===== src/rtl/memory_arbiter.sv =====
// memory_arbiter
//   Shares one Memory port between the ICache refill port (read-only) and the
//   data-side port (read/write). Round-robin grant, one transaction in flight,
//   optional response timeout that completes the transaction with bus_error.
//
// Ports
//   clk, reset          clock (rising edge), asynchronous active-low reset
//   i_read_request      ICache read request (level, held until i_read_response)
//   i_addr              ICache address
//   i_read_response     one-cycle pulse: i_read_data valid
//   i_read_data         read data to ICache
//   d_read_request      data-side read request (level)
//   d_write_request     data-side write request (level, wins over read)
//   d_addr              data-side address
//   d_write_data        data-side write data
//   d_response          one-cycle pulse: read data valid or write done
//   d_read_data         read data to data side
//   bus_error           pulses with the response of a timed-out transaction
//   memory_read         Memory read strobe (held until memory_response)
//   memory_write        Memory write strobe (held until memory_response)
//   memory_addr         Memory address
//   memory_write_data   Memory write data
//   memory_read_data    Memory read data
//   memory_response     Memory completion
module memory_arbiter #(
    parameter int ADDR_WIDTH     = 32,
    parameter int DATA_WIDTH     = 32,
    parameter int TIMEOUT_CYCLES = 256
) (
    input  logic                  clk,
    input  logic                  reset,
    input  logic                  i_read_request,
    input  logic [ADDR_WIDTH-1:0] i_addr,
    output logic                  i_read_response,
    output logic [DATA_WIDTH-1:0] i_read_data,
    input  logic                  d_read_request,
    input  logic                  d_write_request,
    input  logic [ADDR_WIDTH-1:0] d_addr,
    input  logic [DATA_WIDTH-1:0] d_write_data,
    output logic                  d_response,
    output logic [DATA_WIDTH-1:0] d_read_data,
    output logic                  bus_error,
    output logic                  memory_read,
    output logic                  memory_write,
    output logic [ADDR_WIDTH-1:0] memory_addr,
    output logic [DATA_WIDTH-1:0] memory_write_data,
    input  logic [DATA_WIDTH-1:0] memory_read_data,
    input  logic                  memory_response
);

    typedef enum logic [1:0] {IDLE, GRANT_I, GRANT_D} state_t;

    localparam int CNT_W = (TIMEOUT_CYCLES > 1) ? $clog2(TIMEOUT_CYCLES) : 1;
    localparam logic [CNT_W-1:0] CNT_LAST = CNT_W'(TIMEOUT_CYCLES - 1);
    localparam logic TIMEOUT_EN = (TIMEOUT_CYCLES > 0);

    state_t                state, state_next;
    logic                  last_grant_d;
    logic [ADDR_WIDTH-1:0] addr_q;
    logic [DATA_WIDTH-1:0] wdata_q;
    logic                  write_q;
    logic [DATA_WIDTH-1:0] i_data_q;
    logic [DATA_WIDTH-1:0] d_data_q;
    logic [CNT_W-1:0]      timeout_cnt;

    logic                  d_any;
    logic                  pick_i;
    logic                  pick_d;
    logic                  granted;
    logic                  timeout_hit;
    logic                  done;
    logic [DATA_WIDTH-1:0] resp_data;

    // Arbitration: on contention the port that did not win last time goes next.
    always_comb begin
        d_any       = d_read_request | d_write_request;
        pick_i      = (state == IDLE) & i_read_request & (~d_any | last_grant_d);
        pick_d      = (state == IDLE) & d_any & (~i_read_request | ~last_grant_d);
        granted     = (state != IDLE);
        // A real response in the last allowed cycle takes priority over the abort.
        timeout_hit = TIMEOUT_EN & granted & ~memory_response & (timeout_cnt == CNT_LAST);
        done        = granted & (memory_response | timeout_hit);
        resp_data   = timeout_hit ? '0 : memory_read_data;
    end

    // State register
    always_ff @(posedge clk or negedge reset) begin
        if (!reset) state <= IDLE;
        else        state <= state_next;
    end

    // Next-state logic
    always_comb begin
        state_next = state;
        unique case (state)
            IDLE: begin
                if (pick_i)      state_next = GRANT_I;
                else if (pick_d) state_next = GRANT_D;
            end
            GRANT_I, GRANT_D: begin
                if (done) state_next = IDLE;
            end
            default: state_next = IDLE;
        endcase
    end

    // Outputs
    always_comb begin
        memory_read       = (state == GRANT_I) | ((state == GRANT_D) & ~write_q);
        memory_write      = (state == GRANT_D) & write_q;
        memory_addr       = addr_q;
        memory_write_data = wdata_q;
        i_read_response   = (state == GRANT_I) & done;
        d_response        = (state == GRANT_D) & done;
        bus_error         = timeout_hit;
        i_read_data       = i_read_response ? resp_data : i_data_q;
        d_read_data       = d_response ? resp_data : d_data_q;
    end

    // Transaction capture, grant history, timeout counter, held read data
    always_ff @(posedge clk or negedge reset) begin
        if (!reset) begin
            last_grant_d <= 1'b1;
            addr_q       <= '0;
            wdata_q      <= '0;
            write_q      <= 1'b0;
            i_data_q     <= '0;
            d_data_q     <= '0;
            timeout_cnt  <= '0;
        end else begin
            if (pick_i) begin
                last_grant_d <= 1'b0;
                addr_q       <= i_addr;
                wdata_q      <= '0;
                write_q      <= 1'b0;
                timeout_cnt  <= '0;
            end else if (pick_d) begin
                last_grant_d <= 1'b1;
                addr_q       <= d_addr;
                wdata_q      <= d_write_data;
                write_q      <= d_write_request;
                timeout_cnt  <= '0;
            end else if (granted & ~done) begin
                timeout_cnt  <= timeout_cnt + CNT_W'(1);
            end
            if (i_read_response) i_data_q <= resp_data;
            if (d_response)      d_data_q <= resp_data;
        end
    end

endmodule


===== config.mk =====
export PLATFORM = sky130hd
export DESIGN_NAME = memory_arbiter
export DESIGN_NICKNAME = d
export VERILOG_FILES = /design/src/rtl/memory_arbiter.sv
export SDC_FILE = /design/constraint.sdc
export NUM_CORES = 1
export LEC_CHECK = 0
export BUFFER_PORTS_ARGS = -buffer_cell sky130_fd_sc_hd__buf_2
export CAP_MARGIN = 40
export CORE_MARGIN = 2
export CORE_UTILIZATION = 49
export DETAILED_ROUTE_END_ITERATION = 10
export GPL_TIMING_DRIVEN = 0
export PLACE_DENSITY_LB_ADDON = 0.15
export SLEW_MARGIN = 20
export SYNTH_ARGS = -nofsm -noshare
export SYNTH_HDL_FRONTEND = slang
export SYNTH_SLANG_ARGS = --single-unit

===== constraint.sdc =====
create_clock -name clk -period 1.95 [get_ports clk]
set_input_delay 0.2925 -clock clk [delete_from_list [all_inputs] [get_ports clk]]
set_output_delay 0.2925 -clock clk [all_outputs]
set_load 0.05 [all_outputs]

Yosys cells after proc, flatten, opt, wreduce, memory -nomap -nowiden --
Cells that the tools add are included.
Operators by class: bitwise gates (word level) 23, add/sub/neg operators 1, reductions and logical operators 6, equal/unequal tests 5, multiplexer cells 18
Operators by type and width (number):
- $mux W32 | 7
- $mux W8 | 3
- $and A1 B1 Y1 | 12
- $add A8 B1 Y8 const B | 1
- $eq A8 B8 Y1 const B | 1
- $mux W2 | 3
- $not A1 Y1 | 6
- $or A1 B1 Y1 | 5
- $mux W1 | 4
- $pmux W2 S2 | 1
- $reduce_bool A2 Y1 | 2
- $ne A3 B3 Y1 const B | 1
- $reduce_bool A3 Y1 | 1
- $eq A2 B1 Y1 const B | 1
- $eq A2 B2 Y1 const B | 1
- $logic_not A2 Y1 | 1
- $ne A2 B2 Y1 const B | 1
- $reduce_and A2 Y1 | 1
- $reduce_or A2 Y1 | 1
Storage, ports and cells: output and inout port bits 133, bits of input ports 134, logic and storage cells 61, bits in registers 140

Logic depth before layout (Yosys ltp) --
Gate-level depths: netlist of run 1.
word-level depth 10, depth in mapped cells 8, gate-level depth less buffers 5

Worst setup path before layout of run 1 --
Ideal clock, no wire load.
path type reg2out, start reg state[0], end out bus_error, required time 1.657 ns, path buffers 1, arrival time 2.252 ns, stages on the path, launching flop included 6, path slack -0.594 ns, path through dfrtp_1 -> inv_1 -> ha_1 -> buf_4 -> or3b_1 -> nor3_1
Between the ends: word-level cells in the longest chain between the ends 3
RTL lines:
- start: declaration | line 57 | state_t state, state_next;
- start signal: assignment | line 89 | else state <= state_next;
- $reduce_bool A2 Y1 | line 79 | granted = (state != IDLE);
- $and A1 B1 Y1 (2 in series) | line 81 | timeout_hit = TIMEOUT_EN & granted & ~memory_response & (timeout_cnt == CNT_LAST);
- end: declaration | line 42 | output logic bus_error,
Every way passes these cells.

Final worst setup path of run 1 --
start reg state[0], end out d_read_data[9]
Between the ends: word-level cells in the longest chain between the ends 7
RTL lines:
- $reduce_bool A2 Y1 | line 79
- $and A1 B1 Y1 (2 in series) | line 81
- $or A1 B1 Y1 | line 82 | done = granted & (memory_response | timeout_hit);
- $and A1 B1 Y1 | line 82
- $and A1 B1 Y1 | line 114 | d_response = (state == GRANT_D) & done;
- $mux W32 *
- end: declaration | line 41 | output logic [DATA_WIDTH-1:0] d_read_data,
Every way passes the cells marked *; elsewhere a longest branch is shown, timed or not.

==> qor.txt, run 1 <==
period utilization = 124%
worst setup margin = -0.474 ns
worst path cell trace = inv_2 -> ha_4 -> nor2b_4 -> clkbuf_16 -> clkbuf_8 -> nand3_1 -> o211ai_1 -> buf_4
placer congestion estimate = 0.847
Crit path required time = 1.66 ns
post-route core utilization = 76.6%
Post-synth top flop = dfrtp_1
CTS tree = done
Post-synth EDFFs = 0
total gr overflow = 0
post-synthesis cell area = 6710 um^2
LEAKAGE = 5.20 nW
worst stage delay on the critical path = 0.40 ns
highest ir drop seen on vdd = 1.19 mV
slowest CP cell = dfrtp_1
layout cells sized above 1 = 42.2%
PortBufs = 265
CTS H-tree depth = 4
WP buf/inv = 4
Diodes inserted = 0
startpoint class of the critical path = flip-flop
placed cell count = 1139
Crit Path Category = flip-flop to output pin
asr flop ratio synth = 100%
area grow syn2layout = 51.6%
drt drc = 0
initial antenna violation count = 0
critical path capture point type = output pin
Post-DP Area = 8340 um^2
crit path max fanout = 8
drt total wl = 22700 um
final cell count without fillers = 1234
placed wire-length estimate = 14600 um
register bit count reported by yosys = 140
pin count of the biggest net entering global routing = 72
fin nets = 1184
Clock transition at path regs = 0.06 ns
Avg Cell Area, Syn = 9.63 um^2
Die Ht = 121 um
Worst Skew = 0.00783 ns
IO Pins = 267
die width = 121 um
FP Rows = 42
vias per cell = 5.51
failing checks = negative setup slack
final instance area = 10200 um^2
Power Density = 1820 nW/um^2
final setup violation count = 68
Pre-antenna DRT Iters = 5
first-pass GRT wire length = 35200 um
Slew HR = 64.5%
CTS buffer count = 17
CTS Buffer Depth = 2
worst min-delay path class = input pin to flip-flop
Mapped Cells = 697
WL/cell = 18.4 um
Synthesis Warnings = 0
starting density of the core = 50.5%
Placeable Area = 13300 um^2
total track usage = 30.8%
delay-heaviest family, CP = buffers and inverters
antenna-violating nets left = 0
max cap viols = 0
drt initial violations = 363
Critical Path AT = 2.13 ns
post-synth cell types = 48
status = complete, but fails checks
min cycle time layout = 2.42 ns
Synth Net Count = 835
max-slew violations = 0
die area = 14700 um^2
vias in the first global route = 6807
Vias = 6805
Seq/Total Area, Yosys = 52.2%
Clock Latency Late Sink = 0.42 ns
RSZ-0062 raised after global routing = yes
Final Hold Vio Count = 0
Worst-Margin Slew = 0.532 ns
Clock Sink Count = 140
clock root cell = clkbuf_16
highest clock rate = 412 MHz
## area by class of cell
type / instances / area [um^2]
Inverter: 69 / 259
Tap cell: 176 / 220
Clock buffer: 19 / 453
Sequential cell: 140 / 3510
Clock inverter: 12 / 161
Multi-Input combinational cell: 426 / 2850
Fill cell: 918 / 3120
Timing Repair Buffer: 334 / 2230
Buffer: 58 / 502
## final timing paths
| check | startpoint | endpoint | slack [ns] | cells after the start |
|---|---|---|---|---|
| max in group asynchronous | reset | timeout_cnt[5] | 0.77 | 3 |
| max | state[0] | d_read_data[9] | -0.47 | 8 |
| min | d_write_data[9] | memory_write_data[9] | 0.09 | 2 |
| min reg2reg | memory_write_data[2] | memory_write_data[2] | 0.50 | 1 |
| max reg2reg | state[1] | d_data_q[27] | -0.37 | 13 |
| min in group asynchronous | reset | d_data_q[25] | 0.43 | 2 |
## layout by cell type (no fill, tap or decap), types with 3 or more instances in the layout
cell,n
clkbuf_8,8
nor2_4,3
buf_16,3
o21ai_1,4
dfrtp_2,4
bufinv_16,3
clkbuf_2,4
clkinvlp_4,3
a22o_1,33
buf_2,206
a31oi_1,33
nand2_1,72
nand3_1,57
o211ai_2,4
dfrtp_1,135
buf_4,100
clkbuf_4,5
clkbuf_16,20
clkbuf_1,20
inv_6,3
buf_8,14
buf_6,28
ha_4,4
nand3b_1,34
o211ai_1,62
o21ai_0,33
mux2i_1,5
nor3_1,33
nand3_2,7
inv_1,67
## registers in the layout, indices dropped and copies added, names as in the netlist
name / cells
d_data_q: 32
i_data_q: 32
last_grant_d: 1
memory_addr: 32
memory_write_data: 32
state: 2
timeout_cnt: 8
write_q: 1
## cells by family (layout without fill, tap and decap cells)
family,Yosys count,after routing,synth area share [%]
adder cells (fa/ha/maj),4,4,0.746
multiplexers,5,5,0.746
AND/OR/NAND/NOR,230,230,17.7
buffers and inverters,131,492,8.28
flip-flops,140,140,52.2
AO/OA/AOI/OAI,187,187,20.3
## routing by layer
metal	GRT usage [%]	vias to the layer above	wire, um
met2	53.4	305	11700
met3	8.32	34	1640
li1	-	3193	-
met4	9.38	0	492
met1	37.4	3273	8860
met5	0	-	0
## where the power goes
group          switching (mW)  internal [mW]
registers               0.666           4.06
logic                    7.13           3.33
clock network            1.30           2.09
total                    9.09           9.48
## per-stage QoR
step	setup TNS (ns)	hold slack, ns	power (mW)	worst slack, ns
after global placement	-227.36	0.478	13.5	-1.48
after floorplan	-18.90	-0.00309	11.4	-0.202
after global routing	-31.21	0.0818	19.5	-0.536
after detailed placement	-25.48	0.285	13.6	-0.433
final	-25.53	0.0901	18.6	-0.474
after CTS	-25.92	0.0826	18.2	-0.428
## synthesized netlist by cell type (all sizes together), types with 2 or more instances
library cell / n / share of area (%)
nor2: 5 / 0.28
o211ai: 67 / 7.9
nor3: 34 / 2.5
and2: 2 / 0.19
nand2b: 3 / 0.28
ha: 4 / 0.75
nand3b: 34 / 3.8
buf: 21 / 2.1
inv: 69 / 3.9
a31oi: 33 / 3.1
a21oi: 2 / 0.15
nand3: 65 / 4.8
or3: 2 / 0.19
and3: 3 / 0.30
a22o: 33 / 4.3
clkbuf: 41 / 2.3
nand2: 73 / 4.1
dfrtp: 139 / 52
o31ai: 3 / 0.62
o21a: 2 / 0.22
a21boi: 2 / 0.28
nor2b: 2 / 0.19
o21ai: 37 / 2.8
mux2i: 5 / 0.75
## what timing repair did
action | in CTS | in global routing
gates cloned | 7 | 0
resized for setup | 166 | 47
hold buffers | 1 | 0
endpoints found under the hold margin | 68 | 0
setup endpoints to repair | 126 | 134
pin swaps | 30 | 29
buffers inserted | 51 | 19
(Power assumes the default switching activity.)
==> run 2, diff against run 1 <==
--- a/config.mk
+++ b/config.mk
@@ -5,11 +5,13 @@
 export SDC_FILE = /design/constraint.sdc
 export NUM_CORES = 1
 export LEC_CHECK = 0
-export BUFFER_PORTS_ARGS = -buffer_cell sky130_fd_sc_hd__buf_2
 export CAP_MARGIN = 40
+export CELL_PAD_IN_SITES_DETAIL_PLACEMENT = 1
+export CELL_PAD_IN_SITES_GLOBAL_PLACEMENT = 1
 export CORE_MARGIN = 2
-export CORE_UTILIZATION = 49
+export CORE_UTILIZATION = 47
 export DETAILED_ROUTE_END_ITERATION = 10
+export DONT_BUFFER_PORTS = 1
 export GPL_TIMING_DRIVEN = 0
 export PLACE_DENSITY_LB_ADDON = 0.15
 export SLEW_MARGIN = 20
==> run 2 against run 1 <==
The flow finishes with violations (negative hold slack, negative setup slack). Fmax down 11%. Die area up 4.1%. Register-to-register slack improved by 0.29 ns.
==> qor.txt, run 2 (synthesis gave the netlist of run 1 again) <==
status = complete, but fails checks
failing checks = negative hold slack, negative setup slack
drt initial violations = 693
Vias = 7211
worst setup margin = -0.769 ns
sequential share of power = 39.3%
Crit Path Category = flip-flop to output pin
CTS H-tree depth = 4
total track usage = 37.4%
Placeable Area = 13900 um^2
commonest non-fill, non-tap cell in the layout = buf_4
starting density of the core = 48.2%
final setup violation count = 74
worst stage delay on the critical path = 0.42 ns
Power, Total = 19.1 mW
highest clock rate = 368 MHz
total gr overflow = 0
startpoint class of the critical path = flip-flop
Combinational Power Share = 42.0%
final instance area = 9670 um^2
CTS Buffer Depth = 2
area grow syn2layout = 44.0%
Pint = 8.98 mW
max-slew violations = 0
vias per cell = 6.69
Sw Share = 52.9%
placed cell count = 937
delay-heaviest family, CP = buffers and inverters
fin nets = 1022
Pre-antenna DRT Iters = 5
die area = 15300 um^2
Die Ht = 124 um
initial antenna violation count = 3
IO Pins = 267
pin count of the biggest net entering global routing = 141
WHS = -0.468 ns
NetSw = 10.1 mW
commonest cells after routing, fill and taps aside = buf_4, dfrtp_1, nand2_1
Crit path required time = 1.66 ns
Slew HR = 46.7%
Clock Sink Count = 140
final cell count without fillers = 1078
Worst Skew = 0.0216 ns
vias in the first global route = 7308
RSZ-0062 raised after global routing = yes
slowest CP cell = dfrtp_1
placed wire-length estimate = 15100 um
PortBufs = 0
die width = 124 um
layout cells sized above 1 = 32.0%
min cycle time layout = 2.72 ns
Clock Latency Late Sink = 0.45 ns
max cap viols = 0
R2R Path Start = state[1]
clock power share = 18.7%
pre-CTS setup slack = -0.428 ns
CTS tree = done
drt total wl = 33100 um
worst path cell trace = inv_2 -> ha_4 -> nor2b_4 -> clkbuf_16 -> clkbuf_16 -> nand3_2 -> o211ai_1 -> buf_4
period utilization = 139%
FF/Latch Area = 3510 um^2
critical path depth in cells = 8
crit path max fanout = 8
critical path capture point type = output pin
Worst-Margin Slew = 0.800 ns
WL/cell = 30.7 um
highest ir drop seen on vdd = 1.13 mV
Final Hold Vio Count = 140
area occupied by multi-input gates = 3030 um^2
CTS buffer count = 17
Worst Reg2Reg Path Length in Cells = 7
Critical Path AT = 2.43 ns
Clock transition at path regs = 0.07 ns
placer congestion estimate = 0.768
clock root cell = clkbuf_16
first-pass GRT wire length = 42200 um
fill cell count = 1436
antenna-violating nets left = 0
FP Rows = 43
worst min-delay path class = input pin to async pin
Most common cell on crit path = clkbuf_16
drt drc = 0
Post-DP Area = 7430 um^2
LEAKAGE = 4.56 nW
WP buf/inv = 4
Power Density = 1970 nW/um^2
crit path launch = state[1]
==> run 2: final timing paths <==
kind	slack [ns]	endpoint
hold reg to reg	0.55	timeout_cnt[5]
hold / removal	-0.47	d_data_q[3]
setup / recovery	-0.77	i_read_data[28]
min in group clk	0.01	memory_write_data[12]
max in group asynchronous	2.07	d_data_q[19]
setup reg to reg	-0.08	memory_addr[26]
==> run 2: cell type report <==
| class | count | share of cell area [%] |
|---|---|---|
| multi-input cells | 426 | 31.3 |
| repair buffers | 172 | 15.4 |
| clock buffers | 18 | 4.54 |
| diodes | 1 | 0.0259 |
| flip-flops and latches | 140 | 36.3 |
| plain buffers | 58 | 5.54 |
| clock inverters | 14 | 1.86 |
| well taps | 180 | 2.33 |
| inverters | 69 | 2.68 |
==> run 2: what timing repair did <==
action	CTS	global route
endpoints found under the setup margin	136	132
cloned	8	1
resized for setup	96	75
endpoints found under the hold margin	160	144
hold buffers	20	4
setup buffers	39	47
pin swaps	50	66
==> run 2: per-layer routing <==
metal | GRT usage [%] | share of wire [%] | up-vias
li1 | - | - | 2866
met1 | 40.8 | 34 | 3545
met2 | 63.8 | 49 | 589
met3 | 12.7 | 9.9 | 207
met4 | 20.1 | 6.4 | 4
met5 | 0 | 0.081 | -
==> run 2: power groups by stage <==
stage	Combinational [mW]	Sequential (mW)	Clock [mW]
2_1_floorplan	4.38	7.01	0
3_3_place_gp	5.00	7.24	0
3_5_place_dp	5.87	7.28	0
4_1_cts	6.72	7.26	3.47
5_1_grt	8.41	7.56	3.72
6_report	8.01	7.49	3.56
==> run 2: metrics by stage <==
| stage | setup TNS, ns | util (%) |
|---|---|---|
| 2_1_floorplan | -18.90 | - |
| 3_3_place_gp | -51.86 | 50.1 |
| 3_5_place_dp | -26.66 | 53.4 |
| 4_1_cts | -27.58 | 65.7 |
| 5_1_grt | -42.32 | 69.4 |
| 6_report | -38.50 | 69.4 |
==> run 3, diff against run 2 <==
--- a/config.mk
+++ b/config.mk
@@ -5,7 +5,6 @@
 export SDC_FILE = /design/constraint.sdc
 export NUM_CORES = 1
 export LEC_CHECK = 0
-export CAP_MARGIN = 40
 export CELL_PAD_IN_SITES_DETAIL_PLACEMENT = 1
 export CELL_PAD_IN_SITES_GLOBAL_PLACEMENT = 1
 export CORE_MARGIN = 2
@@ -14,6 +13,7 @@
 export DONT_BUFFER_PORTS = 1
 export GPL_TIMING_DRIVEN = 0
 export PLACE_DENSITY_LB_ADDON = 0.15
+export SKIP_CTS_REPAIR_TIMING = 1
 export SLEW_MARGIN = 20
 export SYNTH_ARGS = -nofsm -noshare
 export SYNTH_HDL_FRONTEND = slang
==> run 3 against run 2 <==
The run still ends with negative hold slack, negative setup slack left. Clock-buffer cell count increased by 1. Non-clock buffer count decreased by 97. Core utilization shrank 8.3 points. Final cell count down 9.1%. Combinational power decreased by 21%. Worst hold slack improved by 0.031 ns. Global-route usage down 10 points. Sequential power shrank 3%. Register-to-register slack worse by 0.30 ns. Worst setup slack lost 0.12 ns. Sequential share of layout area up 4.9 points. Clock skew down 0.011 ns. Critical path type unchanged. Largest cell class unchanged. Largest power group is now sequential cells.
==> qor.txt, run 3 (synthesis gave the netlist of run 1 again) <==
status = complete, but fails checks
failing checks = negative hold slack, negative setup slack
highest clock rate = 352 MHz
slowest CP cell = o211ai_1
die width = 124 um
Combinational Power Share = 37.2%
Worst Skew = 0.0102 ns
sequential share of power = 43.1%
Power Density = 1990 nW/um^2
Sw Share = 51.9%
critical path capture point type = output pin
Pint = 8.16 mW
WP buf/inv = 4
Clock Latency Late Sink = 0.42 ns
delay-heaviest family, CP = compound AO/OA/AOI/OAI gates
commonest non-fill, non-tap cell in the layout = dfrtp_1
worst path cell trace = inv_2 -> ha_4 -> buf_6 -> o31ai_4 -> buf_12 -> buf_2 -> o211ai_1
final setup violation count = 121
LEAKAGE = 4.03 nW
max cap viols = 0
pre-CTS setup slack = -0.567 ns
worst stage delay on the critical path = 0.94 ns
Clock Sink Count = 140
Final TNS setup = -64.28 ns
area grow syn2layout = 26.8%
min cycle time layout = 2.84 ns
vias per cell = 6.14
worst setup margin = -0.887 ns
worst min-delay path class = input pin to async pin
Vias = 6017
Slew HR = 20.1%
die area = 15300 um^2
Diodes inserted = 0
IO Pins = 267
CTS tree = done
WHS = -0.437 ns
CTS Buffer Depth = 2
commonest cells after routing, fill and taps aside = dfrtp_1, nand2_1, inv_1
Crit Path Category = flip-flop to output pin
max-slew violations = 0
CTS H-tree depth = 4
Pre-antenna DRT Iters = 4
CTS buffer count = 17
placer congestion estimate = 0.768
drt drc = 0
total track usage = 27.2%
antenna-violating nets left = 0
startpoint class of the critical path = flip-flop
NetSw = 8.79 mW
initial antenna violation count = 0
pin count of the biggest net entering global routing = 141
highest ir drop seen on vdd = 1.10 mV
clock power share = 19.8%
total gr overflow = 0
PortBufs = 0
Critical Path AT = 2.54 ns
Final Hold Vio Count = 140
first-pass GRT wire length = 31900 um
drt total wl = 22800 um
Crit path required time = 1.66 ns
vias in the first global route = 6092
drt initial violations = 333
crit path max fanout = 11
Die Ht = 124 um
fin nets = 925
FP Rows = 43
period utilization = 146%
WL/cell = 23.3 um
clock root cell = clkbuf_16
placed wire-length estimate = 14700 um
Placeable Area = 13900 um^2
starting density of the core = 48.2%
Clock transition at path regs = 0.06 ns
Worst-Margin Slew = 1.19 ns
RSZ-0062 raised after global routing = yes
layout cells sized above 1 = 20.6%
==> run 3: power groups by stage <==
| stage | clock network (mW) | logic, mW | registers, mW |
|---|---|---|---|
| after floorplan | 0 | 4.38 | 7.01 |
| after CTS | 3.39 | 5.34 | 7.28 |
| after global placement | 0 | 5.00 | 7.24 |
| final | 3.35 | 6.30 | 7.30 |
| after detailed placement | 0 | 5.33 | 7.29 |
| after global routing | 3.54 | 6.80 | 7.43 |
==> run 3: final timing paths <==
path | startpoint | end | slack, ns | cells past startpoint
setup / recovery | state[0] | d_read_data[23] | -0.89 | 7
hold / removal | reset | d_data_q[7] | -0.44 | 0
setup reg to reg | state[0] | d_data_q[23] | -0.38 | 7
hold reg to reg | timeout_cnt[0] | timeout_cnt[0] | 0.51 | 1
max in group asynchronous | reset | memory_write_data[29] | 2.04 | 0
min in group clk | d_write_data[18] | memory_write_data[18] | 0 | 1
==> run 3: cell type report <==
class	instances	area, um^2
Clock buffer	19	443
Buffer	60	410
Timing Repair Buffer	73	614
Inverter	69	259
Sequential cell	140	3510
Tap cell	180	225
Multi-Input combinational cell	426	2890
Fill cell	1546	5420
Clock inverter	13	165
==> run 3: stage by stage <==
step           cells  hold WS [ns]  cell area (um^2)  util (%)  power, mW
6_report         980        -0.437              8510      61.1       17.0
5_1_grt          980        -0.459              8510      61.1       17.8
4_1_cts          911        -0.448              7600      54.6       16.0
3_5_place_dp     879      0.000601              7000      50.2       12.6
3_3_place_gp     877     -0.000147              6980      50.1       12.2
2_1_floorplan    697      -0.00309              6760         -       11.4
==> run 3: layer usage <==
metal / wire length (um) / track usage [%]
met2: 11900 / 46.9
met5: 0 / 0
met1: 8570 / 30.5
met3: 1770 / 10.6
met4: 562 / 9.52
